--- src/rtl/chess_turn_ctrl.sv ---
// chess_turn_ctrl: chess timer game sequencer (optional move counter via MOVE_COUNT_EN)
module chess_turn_ctrl #(
  parameter int TIME_W = 6,
  parameter int MOVE_W = 8
) (
  input  logic              clk,
  input  logic              rst,
  input  logic              tick,
  input  logic              new_game,
  input  logic              start_pause,
  input  logic              btn_a,
  input  logic              btn_b,
  input  logic [TIME_W-1:0] time_cfg,
  input  logic [TIME_W-1:0] min_a,
  input  logic [TIME_W-1:0] sec_a,
  input  logic [TIME_W-1:0] min_b,
  input  logic [TIME_W-1:0] sec_b,
  output logic              load,
  output logic [TIME_W-1:0] load_val,
  output logic              en_a,
  output logic              en_b,
  output logic              turn_a,
  output logic              turn_b,
  output logic              paused,
  output logic              flag_a,
`ifdef MOVE_COUNT_EN
  output logic [MOVE_W-1:0] moves,
`endif
  output logic              flag_b
);
  typedef enum logic [3:0] {
    IDLE, LOAD, READY, RUN_A, RUN_B, PAUSE_A, PAUSE_B, FLAG_A, FLAG_B
  } state_t;
  state_t r_state, w_next;
  logic [TIME_W-1:0] r_load_val;
  logic w_zero_a, w_zero_b;
  assign w_zero_a = (min_a == '0) && (sec_a == '0);
  assign w_zero_b = (min_b == '0) && (sec_b == '0);
  // state register
  always_ff @(posedge clk or posedge rst)
    if (rst) r_state <= IDLE;
    else     r_state <= w_next;
  // start minutes captured on the new_game pulse; zero would flag instantly, so clamp to 1
  always_ff @(posedge clk or posedge rst)
    if (rst)           r_load_val <= TIME_W'(1);
    else if (new_game) r_load_val <= (time_cfg == '0) ? TIME_W'(1) : time_cfg;
  // next state: new_game overrides everything, then flag, pause, player button
  always_comb begin
    w_next = r_state;
    case (r_state)
      IDLE:    w_next = IDLE;
      LOAD:    w_next = READY;
      READY:   w_next = (btn_b || start_pause) ? RUN_A : READY;
      RUN_A:   w_next = w_zero_a ? FLAG_A : start_pause ? PAUSE_A : btn_a ? RUN_B : RUN_A;
      RUN_B:   w_next = w_zero_b ? FLAG_B : start_pause ? PAUSE_B : btn_b ? RUN_A : RUN_B;
      PAUSE_A: w_next = start_pause ? RUN_A : PAUSE_A;
      PAUSE_B: w_next = start_pause ? RUN_B : PAUSE_B;
      FLAG_A:  w_next = FLAG_A;
      FLAG_B:  w_next = FLAG_B;
      default: w_next = IDLE;
    endcase
    if (new_game) w_next = LOAD;
  end
  // outputs decode the registered state; enables gate tick with no latency
  always_comb begin
    load     = r_state == LOAD;
    load_val = r_load_val;
    en_a     = (r_state == RUN_A) && tick;
    en_b     = (r_state == RUN_B) && tick;
    turn_a   = (r_state == RUN_A) || (r_state == PAUSE_A) || (r_state == FLAG_A);
    turn_b   = (r_state == RUN_B) || (r_state == PAUSE_B) || (r_state == FLAG_B);
    paused   = (r_state == PAUSE_A) || (r_state == PAUSE_B);
    flag_a   = r_state == FLAG_A;
    flag_b   = r_state == FLAG_B;
  end
`ifdef MOVE_COUNT_EN
  logic [MOVE_W-1:0] r_moves;
  // a full move completes when black's press hands the clock back to white
  always_ff @(posedge clk or posedge rst)
    if (rst)                                             r_moves <= '0;
    else if (r_state == LOAD)                            r_moves <= '0;
    else if (r_state == RUN_B && w_next == RUN_A && r_moves != '1) r_moves <= r_moves + 1'b1;
  assign moves = r_moves;
`endif
endmodule

--- config.mk ---
export PLATFORM = sky130hd
export DESIGN_NAME = chess_turn_ctrl
export DESIGN_NICKNAME = d
export VERILOG_FILES = /design/src/rtl/chess_turn_ctrl.sv
export SDC_FILE = /design/constraint.sdc
export NUM_CORES = 1
export LEC_CHECK = 0
export ABC_CLOCK_PERIOD_IN_PS = 2000
export CELL_PAD_IN_SITES_DETAIL_PLACEMENT = 0
export CELL_PAD_IN_SITES_GLOBAL_PLACEMENT = 1
export CORE_AREA = 8 8 65 67
export CTS_CLUSTER_DIAMETER = 120
export DETAILED_ROUTE_END_ITERATION = 10
export DIE_AREA = 0 0 73 75
export PLACE_DENSITY_LB_ADDON = 0.1
export RECOVER_POWER = 25
export SLEW_MARGIN = 0
export SYNTH_ARGS = -nofsm -noshare
export SYNTH_HDL_FRONTEND = slang
export SYNTH_SLANG_ARGS = --single-unit
--- constraint.sdc ---
create_clock -name clk -period 2 [get_ports clk]
set_clock_uncertainty 0.15 [all_clocks]
set_input_delay 0.4 -clock clk [delete_from_list [all_inputs] [get_ports clk]]
set_output_delay 0.4 -clock clk [all_outputs]
set_load 0.005 [all_outputs]
== After elaboration in Yosys (flattened, before gate mapping) ==
Cells that the tools add are included.
Storage, ports and cells
  register bits after elaboration: 10
  bits of input ports: 37
  output and inout port bits: 14
  logic and storage cells: 37
Cells by class
  equality and inequality tests: 8
  muxes and demuxes: 12
  reduce and logical (&&, ||, !) cells: 15
Operators by type and width (number)
  $pmux 4 s8: 1
  $logic_not 6->1: 5
  $mux 3: 6
  $eq 4x3->1 const B: 4
  $eq 4x2->1 const B: 2
  $mux 4: 2
  $logic_or 1x1->1: 6
  $mux 6: 1
  $eq 4x1->1 const B: 1
  $eq 4x4->1 const B: 1
  $logic_and 1x1->1: 4
  $mux 2: 1
  $mux 1: 1

== Longest topological paths before layout ==
Gate-level depths: netlist of run 1.
  word-level depth: 5
  mapped depth: 5
  mapped depth without buffers: 4

== Least setup slack after synthesis of run 1 ==
No wires, ideal clock.
  kind: input to register
  from: in min_b[2]
  to: reg r_state[0]
  data arrival time: 1.436 ns
  required time: 1.711 ns
  path slack: 0.275 ns
  stages: 4
  path buffers: 0
  cells stage by stage: nor4_2 a31oi_1 nor3b_1 or4_1
On the way
  longest elaborated chain between the ends: 5
RTL lines
  start, declared: RTL line 16  | input logic [TIME_W-1:0] min_b,
  $logic_not 6->1: RTL line 38  | assign w_zero_b = (min_b == '0) && (sec_b == '0);
  $logic_and 1x1->1: RTL line 38
  $mux 4: RTL line 55  | RUN_B: w_next = w_zero_b ? FLAG_B : start_pause ? PAUSE_B : btn_b ? RUN_A : RUN_B;
  $pmux 4 s8: RTL line 50  | case (r_state)
  $mux 4: RTL line 62  | if (new_game) w_next = LOAD;
  net w_next[0]: RTL line 34  | state_t r_state, w_next;
  end signal, assigned: RTL line 42  | else r_state <= w_next;
  end, declared: RTL line 34
The timed path passes the listed nets, and every way through them passes these cells.
A chain may end at the register's enable or synchronous reset.

== Final worst setup path of run 1 ==
  from: reg r_state[0]
  to: out flag_b
On the way
  longest elaborated chain between the ends: 1
RTL lines
  $eq 4x4->1: RTL line 74  | flag_b = r_state == FLAG_B;
  end, declared: RTL line 29  | output logic flag_b
No other way between the ends.

==> results of run 1 <==
[worst reg2reg max path, cell delays in order (launching register included)]
cell	delay [ns]
dfrtp_1	0.39
buf_6	0.13
buf_4	0.12
nand2_1	0.11
nor3_2	0.06
buf_4	0.13
buf_4	0.13
nor2b_1	0.12
or4_1	0.47
[sequential cells by signal, indices dropped and copies added (netlist names)]
signal    count
load_val      6
r_state       4
[power groups by stage]
stage	combinational [mW]	clock (mW)	sequential, mW
after floorplan	0.146	0	0.245
after global placement	0.363	0	0.243
after detailed placement	0.366	0	0.245
after CTS	0.441	0.186	0.243
after global routing	0.526	0.199	0.246
final	0.487	0.180	0.243
[placed cells by master, fill, tap and decap left out, types with 4 or more instances in the layout]
master,instances
nor2_1,5
nor4_1,5
clkdlybuf4s50_1,41
inv_1,4
clkbuf_2,4
buf_4,26
buf_6,5
dfrtp_1,9
mux2_2,5
a21oi_1,4
[layer usage]
layer / global-route usage / wire length, um / vias up
met5: 0 / 0 / -
met4: 0.0267 / 9 / 0
met3: 0.0439 / 213 / 2
met2: 0.171 / 1370 / 39
met1: 0.107 / 1150 / 423
li1: - / - / 453
[cells by family (layout without fill, tap and decap cells)]
logic type             count (synthesis)  in the layout
flip-flops                            10             10
AND/OR/NAND/NOR                       33             33
XOR/XNOR                               1              1
buffers and inverters                 10             90
multiplexers                           7              7
AO/OA/AOI/OAI                         18             18
[path summary, 6_finish.rpt]
path	slack, ns	start	end
setup reg to reg	0.06	r_state[0]	r_state[0]
hold reg to reg	0.34	load_val[0]	load_val[0]
hold / removal	0.34	load_val[0]	load_val[0]
max in group asynchronous	0.99	rst	load_val[0]
min in group asynchronous	0.40	rst	load_val[3]
setup / recovery	0.003	r_state[0]	flag_b
[per-stage QoR]
step	hold slack (ns)	area, sq um
after detailed placement	0.334	1370
final	0.341	1600
after CTS	0.272	1540
after global routing	0.389	1600
after global placement	0.327	1370
after floorplan	0.0895	711
[final cells by class]
| cell class | instances | area (sq um) | area share |
|---|---|---|---|
| sequential | 10 | 251 | 0.157 |
| inverter | 4 | 15.0 | 0.00936 |
| multi-input combinational | 59 | 493 | 0.307 |
| clock buffer | 4 | 36.3 | 0.0226 |
| tap | 46 | 57.6 | 0.0359 |
| timing repair buffer | 82 | 751 | 0.468 |
[repair_timing]
action	CTS	global route
gates resized for setup	20	24
endpoints found under the setup margin	9	9
endpoints found under the hold margin	0	0
pin swaps	5	3
setup buffers	11	5
==> impl_metrics.json, run 1 <==
{
  "synth_seq_cells": 10,
  "synthMuxAreaShare": 0.107,
  "drive_gt1_frac": 0.403,
  "via_count": 917,
  "cap_violations": 0,
  "dp_hpwl_um": 2110,
  "syn_area_sq_um": 711,
  "initial_core_util": 0.220,
  "swShare": 0.291,
  "cp_max_fo": 3,
  "clk_latency_ns": 0.26,
  "synth.top_cells.by_area": "dfrtp_1 (32%), mux2_2 (7.9%), nor4_1 (4.4%)",
  "postSynth.asyncResetShare": 1.00,
  "fin_setup_tns_ns": 0,
  "synth_most_common_cell": "dfrtp_1",
  "hold_viol": 0,
  "ios": 51,
  "synth_nets": 116,
  "synth_top_flop_cell": "dfrtp_1",
  "place_ws_ns": -0.298,
  "finalSetupViolCount": 0,
  "clock_tree.root_cell": "clkbuf_4",
  "netlist_instances": 79,
  "track_usage": 0.0987,
  "critPathBufInv": 4,
  "core_area_sq_um": 3230,
  "rsz0062_at_grt": "true",
  "synth_commonest_cells": "dfrtp_1 (9), nor2_1 (6), mux2_2 (5), nor4_1 (5)",
  "fin_ws_ns": 0.00323,
  "power_density_nw_per_um2": 568,
  "synthToLayoutAreaGrowth_pct": 126,
  "insertedDiodeCount": 0,
  "fillers": 320,
  "hold_depth": 2,
  "clk_pin_slew_ns": 0.07,
  "crit_required_ns": 1.45,
  "routabilityCongestion": 0.739,
  "routed_wl_um": 2750,
  "p_int_mw": 0.645,
  "post-route-drc-count": 0,
  "r2r_cells": 8,
  "fin_crit_sh": 0.998,
  "synth_top_family_by_area": "simple AND/OR/NAND/NOR gates",
  "power_switching_mw": 0.265,
  "synth.avg_cell_area_sq_um": 9.00,
  "yosysSeqAreaShare": 0.354,
  "critPathTopFamily": "buffers and inverters",
  "leakage_nw": 0.682,
  "worst-setup-path-type": "flop to primary output",
  "dieWidth_um": 73,
  "critPathSlowestCell": "dfrtp_1",
  "pwr-share-seq": 0.267,
  "fin_nets": 197,
  "synth_top_area_share": 0.317,
  "postRouteAntennaNets": 0,
  "crit_top_cell": "buf_6",
  "synth_fa_ha_area_frac": 0,
  "total_power_mw": 0.910,
  "port_buffers": 50,
  "grt_pass1_wl_um": 4300,
  "utilization": 0.496,
  "layout.cells.non_filler": 205,
  "yosysWarnings": 0,
  "vias_per_cell": 4.47,
  "drtIter0Drc": 23,
  "max_stage_delay_ns": 0.39,
  "fmax_ghz": 0.501,
  "pwr-share-comb": 0.535,
  "critical_path_arrival_ns": 1.45,
  "drtPass1Iterations": 2,
  "end_kind": "primary output",
  "vdd_drop_max_uv": 392,
  "cts_max_path_buffers": 2,
  "yosysUniqueCellTypes": 32,
  "drv_slew": 0,
  "worst_pin_slew_ns": 0.388,
  "worstHoldPathType": "flop to flop",
  "ctsHtreeMaxLevel": 1,
  "crit_chain": "buf_6 > buf_12 > buf_8 > nor3_4 > and2_4 > buf_6",
  "tritoncts": "built",
  "period_minus_slack_ns": 2.00,
  "grt_overflow_total": 0,
  "grt_start_max_net_pins": 12,
  "wl_per_cell_um": 13.4,
  "synth_compound_area_frac": 0.160,
  "worst-path-stages": 6,
  "crit_path_start_kind": "flop",
  "die_height_um": 75,
  "cts_buffers": 3,
  "rows": 21,
  "p_clk_frac": 0.197,
  "antenna_found_initial": 0,
  "outcome": "finished, final reports clean",
  "slew_headroom": 0.739,
  "synth_top_cell_by_area": "dfrtp_1",
  "cts_hold_buffers": 0,
  "clock_sinks": 10,
  "yosys.area_share.xor_xnor": 0.0123,
  "grt_pass1_vias": 948,
  "fp.dieArea_sq_um": 5480,
  "synth_edf_count": 0,
  "placed_cells": 186,
  "synth-simple-area-share": 0.310
}
Power figures use the tool's default switching activity.
==> inputs of run 2 (changes only) <==
- CORE_AREA: 8 8 65 67 -> 2 2 59 61
- DIE_AREA: 0 0 73 75 -> 0 0 61 63
- REMOVE_ABC_BUFFERS: unset -> 1
==> run 2 against run 1 <==
Net effect: the run now ends with negative setup slack left; register-to-register slack improved by 0.09 ns; via count fell by 6.5%; maximum frequency fell by 0.67%; sequential share of layout area rose by 0.78 points; worst hold slack got worse by 0.0013 ns; critical path depth fell by 3; cell count fell by 4.4%; power fell by 7.2%; flip-flop and latch count did not move; global-route usage rose by 2.7 points.
==> impl_metrics.json, run 2 (synthesis results as in run 1) <==
{
  "worst_pin_slew_ns": 0.381,
  "drive_gt1_frac": 0.327,
  "ctsHtreeMaxLevel": 1,
  "initial_core_util": 0.220,
  "routed_wl_um": 2300,
  "track_usage": 0.126,
  "crit_path_start_kind": "flop",
  "hold_depth": 2,
  "r2r_cells": 5,
  "slew_headroom": 0.744,
  "fin_setup_tns_ns": -0.0102,
  "worst-setup-path-type": "flop to primary output",
  "rows": 21,
  "fp.dieArea_sq_um": 3840,
  "antenna_found_initial": 0,
  "core_area_sq_um": 3230,
  "fin_crit_sh": 1.01,
  "crit_required_ns": 1.45,
  "post-route-drc-count": 0,
  "outcome": "finished, violations left",
  "end_kind": "primary output",
  "largest_register_ff_count": 6,
  "worstHoldPathType": "flop to flop",
  "die_height_um": 63,
  "fmax_ghz": 0.497,
  "multi_input_area_sq_um": 503,
  "clock_sinks": 10,
  "fin_ws_ns": -0.0102,
  "fin_nets": 188,
  "drtPass1Iterations": 3,
  "critPathSlowestCell": "or4b_4",
  "mostFrequentLayoutCells": "clkdlybuf4s50_1 (41), buf_4 (20), dfrtp_1 (9)",
  "cp_max_fo": 2,
  "tritoncts": "built",
  "vdd_drop_max_uv": 179,
  "routabilityCongestion": 0.738,
  "finalSetupViolCount": 1,
  "vias_per_cell": 4.37,
  "ios": 51,
  "dp_hpwl_um": 1810,
  "pwr-share-comb": 0.500,
  "p_int_mw": 0.595,
  "clk_pin_slew_ns": 0.07,
  "max_stage_delay_ns": 0.58,
  "cts_hold_buffers": 0,
  "drv_slew": 0,
  "cap_violations": 0,
  "cts_buffers": 3,
  "fin_area_sq_um": 1530,
  "wl_per_cell_um": 11.7,
  "drtIter0Drc": 10,
  "fillers": 334,
  "clock_tree.root_cell": "clkbuf_4",
  "grt_pass1_vias": 891,
  "synthToLayoutAreaGrowth_pct": 115,
  "cts_max_path_buffers": 2,
  "insertedDiodeCount": 0,
  "power_switching_mw": 0.250,
  "grt_start_max_net_pins": 12,
  "critical_path_arrival_ns": 1.46,
  "swShare": 0.296,
  "seq_area_sq_um": 251,
  "power_density_nw_per_um2": 553,
  "postRouteAntennaNets": 0,
  "clk_latency_ns": 0.26,
  "grt_overflow_total": 0,
  "p_clk_frac": 0.212,
  "dpl_cell_area_sq_um": 1360,
  "port_buffers": 50,
  "leakage_nw": 0.630,
  "final_common_cell": "clkdlybuf4s50_1",
  "grt_pass1_wl_um": 3740,
  "period_minus_slack_ns": 2.01,
  "hold_viol": 0,
  "crit_chain": "or4b_4 > nor2_4 > buf_2",
  "pwr-share-seq": 0.288,
  "via_count": 857,
  "dieWidth_um": 61,
  "violations": "negative setup slack",
  "rsz0062_at_grt": "true"
}
==> run 2: changes by cell type in the layout (fill, tap and decap cells not counted), moves of 2 or more <==
| cell | before | now |
|---|---|---|
| clkbuf_2 | 4 | 2 |
| nor4_4 | 1 | 3 |
| buf_6 | 5 | 3 |
| buf_4 | 26 | 20 |
| dlygate4sd2_1 | 1 | 4 |
==> run 2: power groups by stage <==
stage	registers [mW]	clock network (mW)	logic (mW)
6_report	0.243	0.179	0.422
5_1_grt	0.246	0.201	0.459
4_1_cts	0.244	0.189	0.398
3_5_place_dp	0.244	0	0.355
3_3_place_gp	0.243	0	0.352
2_1_floorplan	0.266	0	0.112
==> run 2: metrics by stage <==
step           std cells  hold WS [ns]  setup WS, ns  utilization  power [mW]
6_report             196         0.340       -0.0102        0.473       0.845
5_1_grt              196         0.352       -0.0854        0.473       0.906
4_1_cts              194         0.269       -0.0975        0.454       0.831
3_5_place_dp         185         0.336        -0.275        0.422       0.599
3_3_place_gp         185         0.324        -0.229        0.422       0.595
2_1_floorplan         73        0.0895         0.277            -       0.378
==> run 2: metal layers <==
metal	up-vias	GRT usage	wire (um)
met3	2	0.0124	108
met4	0	0.0408	9
li1	435	-	-
met5	-	0	0
met2	23	0.228	1200
met1	397	0.149	976
==> run 2: layout make-up <==
| cell class | instances | area share |
|---|---|---|
| clock buffer | 4 | 0.0238 |
| sequential | 10 | 0.165 |
| inverter | 4 | 0.00983 |
| multi-input combinational | 59 | 0.329 |
| tap | 46 | 0.0377 |
| timing repair buffer | 73 | 0.435 |
==> run 2: worst paths after layout <==
kind                            slack, ns           to        start
worst max-delay path                -0.01         en_b   r_state[3]
worst min-delay path                 0.34  load_val[0]  load_val[0]
worst max register to register       0.15   r_state[2]   r_state[3]
worst min register to register       0.34  load_val[0]  load_val[0]
max in group asynchronous            0.98  load_val[0]          rst
min in group asynchronous            0.41   r_state[0]          rst
==> run 2: worst max-delay path, delay by kind of cell, from the launching register on <==
kind	cells	cell delay, ns
flip-flops	1	0.40
AND/OR/NAND/NOR	2	0.69
buffers and inverters	1	0.11
==> run 2: repair_timing <==
action                                  in CTS  in global routing
pin swaps                                    3                  4
endpoints found under the setup margin       8                  7
resized for setup                           20                 17
setup buffers                                5                  3
==> inputs of run 3 (changes only) <==
- ABC_CLOCK_PERIOD_IN_PS: 2000 -> 2400
- CORE_AREA: 2 2 59 61 -> 2 2 57 59
- DIE_AREA: 0 0 61 63 -> 0 0 59 61
- clock period: 2 -> 2.4 ns (I/O delays scaled with it)
==> run 3 against run 2 <==
Net effect: the flow now finishes without violations; combinational power fell by 31%; first-iteration DRC count rose by 100%; sequential power fell by 14%; die area fell by 6.3%; clock-buffer cell count did not move; wire length fell by 8.0%; power fell by 23%; final area fell by 11%; non-clock buffer count fell by 16; sequential share of layout area rose by 2.2 points; setup slack improved by 0.10 ns; critical path type unchanged.
==> impl_metrics.json, run 3 (synthesis results as in run 1) <==
{
  "outcome": "finished, final reports clean",
  "ios": 51,
  "power_switching_mw": 0.187,
  "dieWidth_um": 59,
  "rsz0062_at_grt": "false",
  "antenna_found_initial": 0,
  "cap_violations": 0,
  "p_int_mw": 0.462,
  "hold_viol": 0,
  "mostFrequentLayoutCells": "clkdlybuf4s50_1 (46), dfrtp_1 (8), nor2_1 (6)",
  "crit_chain": "buf_6 > nor3_4 > and2_4 > clkdlybuf4s50_1",
  "via_count": 806,
  "routabilityCongestion": 0.760,
  "swShare": 0.289,
  "routed_wl_um": 2110,
  "crit_required_ns": 1.77,
  "fin_crit_sh": 0.961,
  "clk_latency_ns": 0.26,
  "vdd_drop_max_uv": 157,
  "post-route-drc-count": 0,
  "drv_slew": 0,
  "rows": 20,
  "leakage_nw": 0.548,
  "clock_sinks": 10,
  "end_kind": "primary output",
  "period_minus_slack_ns": 2.31,
  "pwr-share-seq": 0.324,
  "port_buffers": 50,
  "fillers": 300,
  "fin_setup_tns_ns": 0,
  "initial_core_util": 0.241,
  "grt_overflow_total": 0,
  "p_clk_frac": 0.229,
  "fin_ws_ns": 0.0929,
  "crit_path_start_kind": "flop",
  "critPathSlowestCell": "clkdlybuf4s50_1",
  "fin_nets": 172,
  "worst-setup-path-type": "flop to primary output",
  "die_height_um": 61,
  "clk_pin_slew_ns": 0.07,
  "drive_gt1_frac": 0.201,
  "synthToLayoutAreaGrowth_pct": 90.8,
  "drtPass1Iterations": 4,
  "grt_pass1_vias": 781,
  "largest_register_ff_count": 6,
  "drtIter0Drc": 20,
  "max_stage_delay_ns": 0.50,
  "final_common_cell": "clkdlybuf4s50_1",
  "pwr-share-comb": 0.447,
  "cts_buffers": 3,
  "core_area_sq_um": 2950,
  "vias_per_cell": 4.83,
  "power_density_nw_per_um2": 479,
  "fmax_ghz": 0.433,
  "clock_tree.root_cell": "clkbuf_4",
  "postRouteAntennaNets": 0,
  "cts_hold_buffers": 0,
  "layout.cells.non_filler": 167,
  "fp.dieArea_sq_um": 3600,
  "finalSetupViolCount": 0,
  "dp_hpwl_um": 1790,
  "whs_ns": 0.339,
  "slew_headroom": 0.720,
  "ctsHtreeMaxLevel": 1,
  "worstHoldPathType": "flop to flop",
  "grt_pass1_wl_um": 3420,
  "cts_max_path_buffers": 2,
  "tritoncts": "built",
  "cp_max_fo": 8,
  "wl_per_cell_um": 12.7,
  "track_usage": 0.124,
  "insertedDiodeCount": 0,
  "placed_cells": 162,
  "place_ws_ns": 0.00573,
  "grt_start_max_net_pins": 12,
  "critical_path_arrival_ns": 1.68,
  "worst_pin_slew_ns": 0.416
}
-- run 3: timing repair --
action | CTS | global route
setup buffers | 1 | 0
setup endpoints to repair | 4 | 4
gates resized for setup | 6 | 7
-- run 3: path summary, 6_finish.rpt --
path	start	slack (ns)	to	depth (start not counted)
min	load_val[0]	0.34	load_val[0]	2
min reg2reg	load_val[0]	0.34	load_val[0]	2
min in group asynchronous	rst	0.48	r_state[1]	2
max	r_state[1]	0.09	flag_b	4
max reg2reg	r_state[1]	0.60	r_state[0]	4
max in group asynchronous	rst	1.31	load_val[0]	2
-- run 3: through the flow --
step                      cell area, sq um  power (mW)  utilization
after global routing                  1360       0.695        0.459
final                                 1360       0.649        0.459
after global placement                1270       0.479        0.431
after CTS                             1330       0.648        0.450
after detailed placement              1270       0.479        0.431
after floorplan                        686       0.315            -
-- run 3: layer usage --
metal	GRT usage	share of wire	vias to the layer above
met5	0	0	-
met4	0.0584	0.0066	0
met3	0.0192	0.058	2
met2	0.195	0.47	31
met1	0.167	0.47	370
li1	-	-	403
-- run 3: layout make-up --
class	instances	area [sq um]	share of cell area
clock buffer	4	36.3	0.0268
inverter	4	15.0	0.0111
multi-input combinational	59	450	0.332
sequential	10	253	0.186
tap	33	41.3	0.0304
timing repair buffer	57	561	0.413
-- run 3: power by group through the flow --
stage	clock [mW]	combinational [mW]	sequential (mW)
2_1_floorplan	0	0.0934	0.222
3_3_place_gp	0	0.268	0.211
3_5_place_dp	0	0.267	0.212
4_1_cts	0.158	0.280	0.210
5_1_grt	0.165	0.317	0.213
6_report	0.149	0.290	0.210
-- run 3: critical path, delay by kind of cell, from the launching register on --
family	cells	cell delay [ns]
buf+inv	2	0.66
flops	1	0.43
simple gates	2	0.32
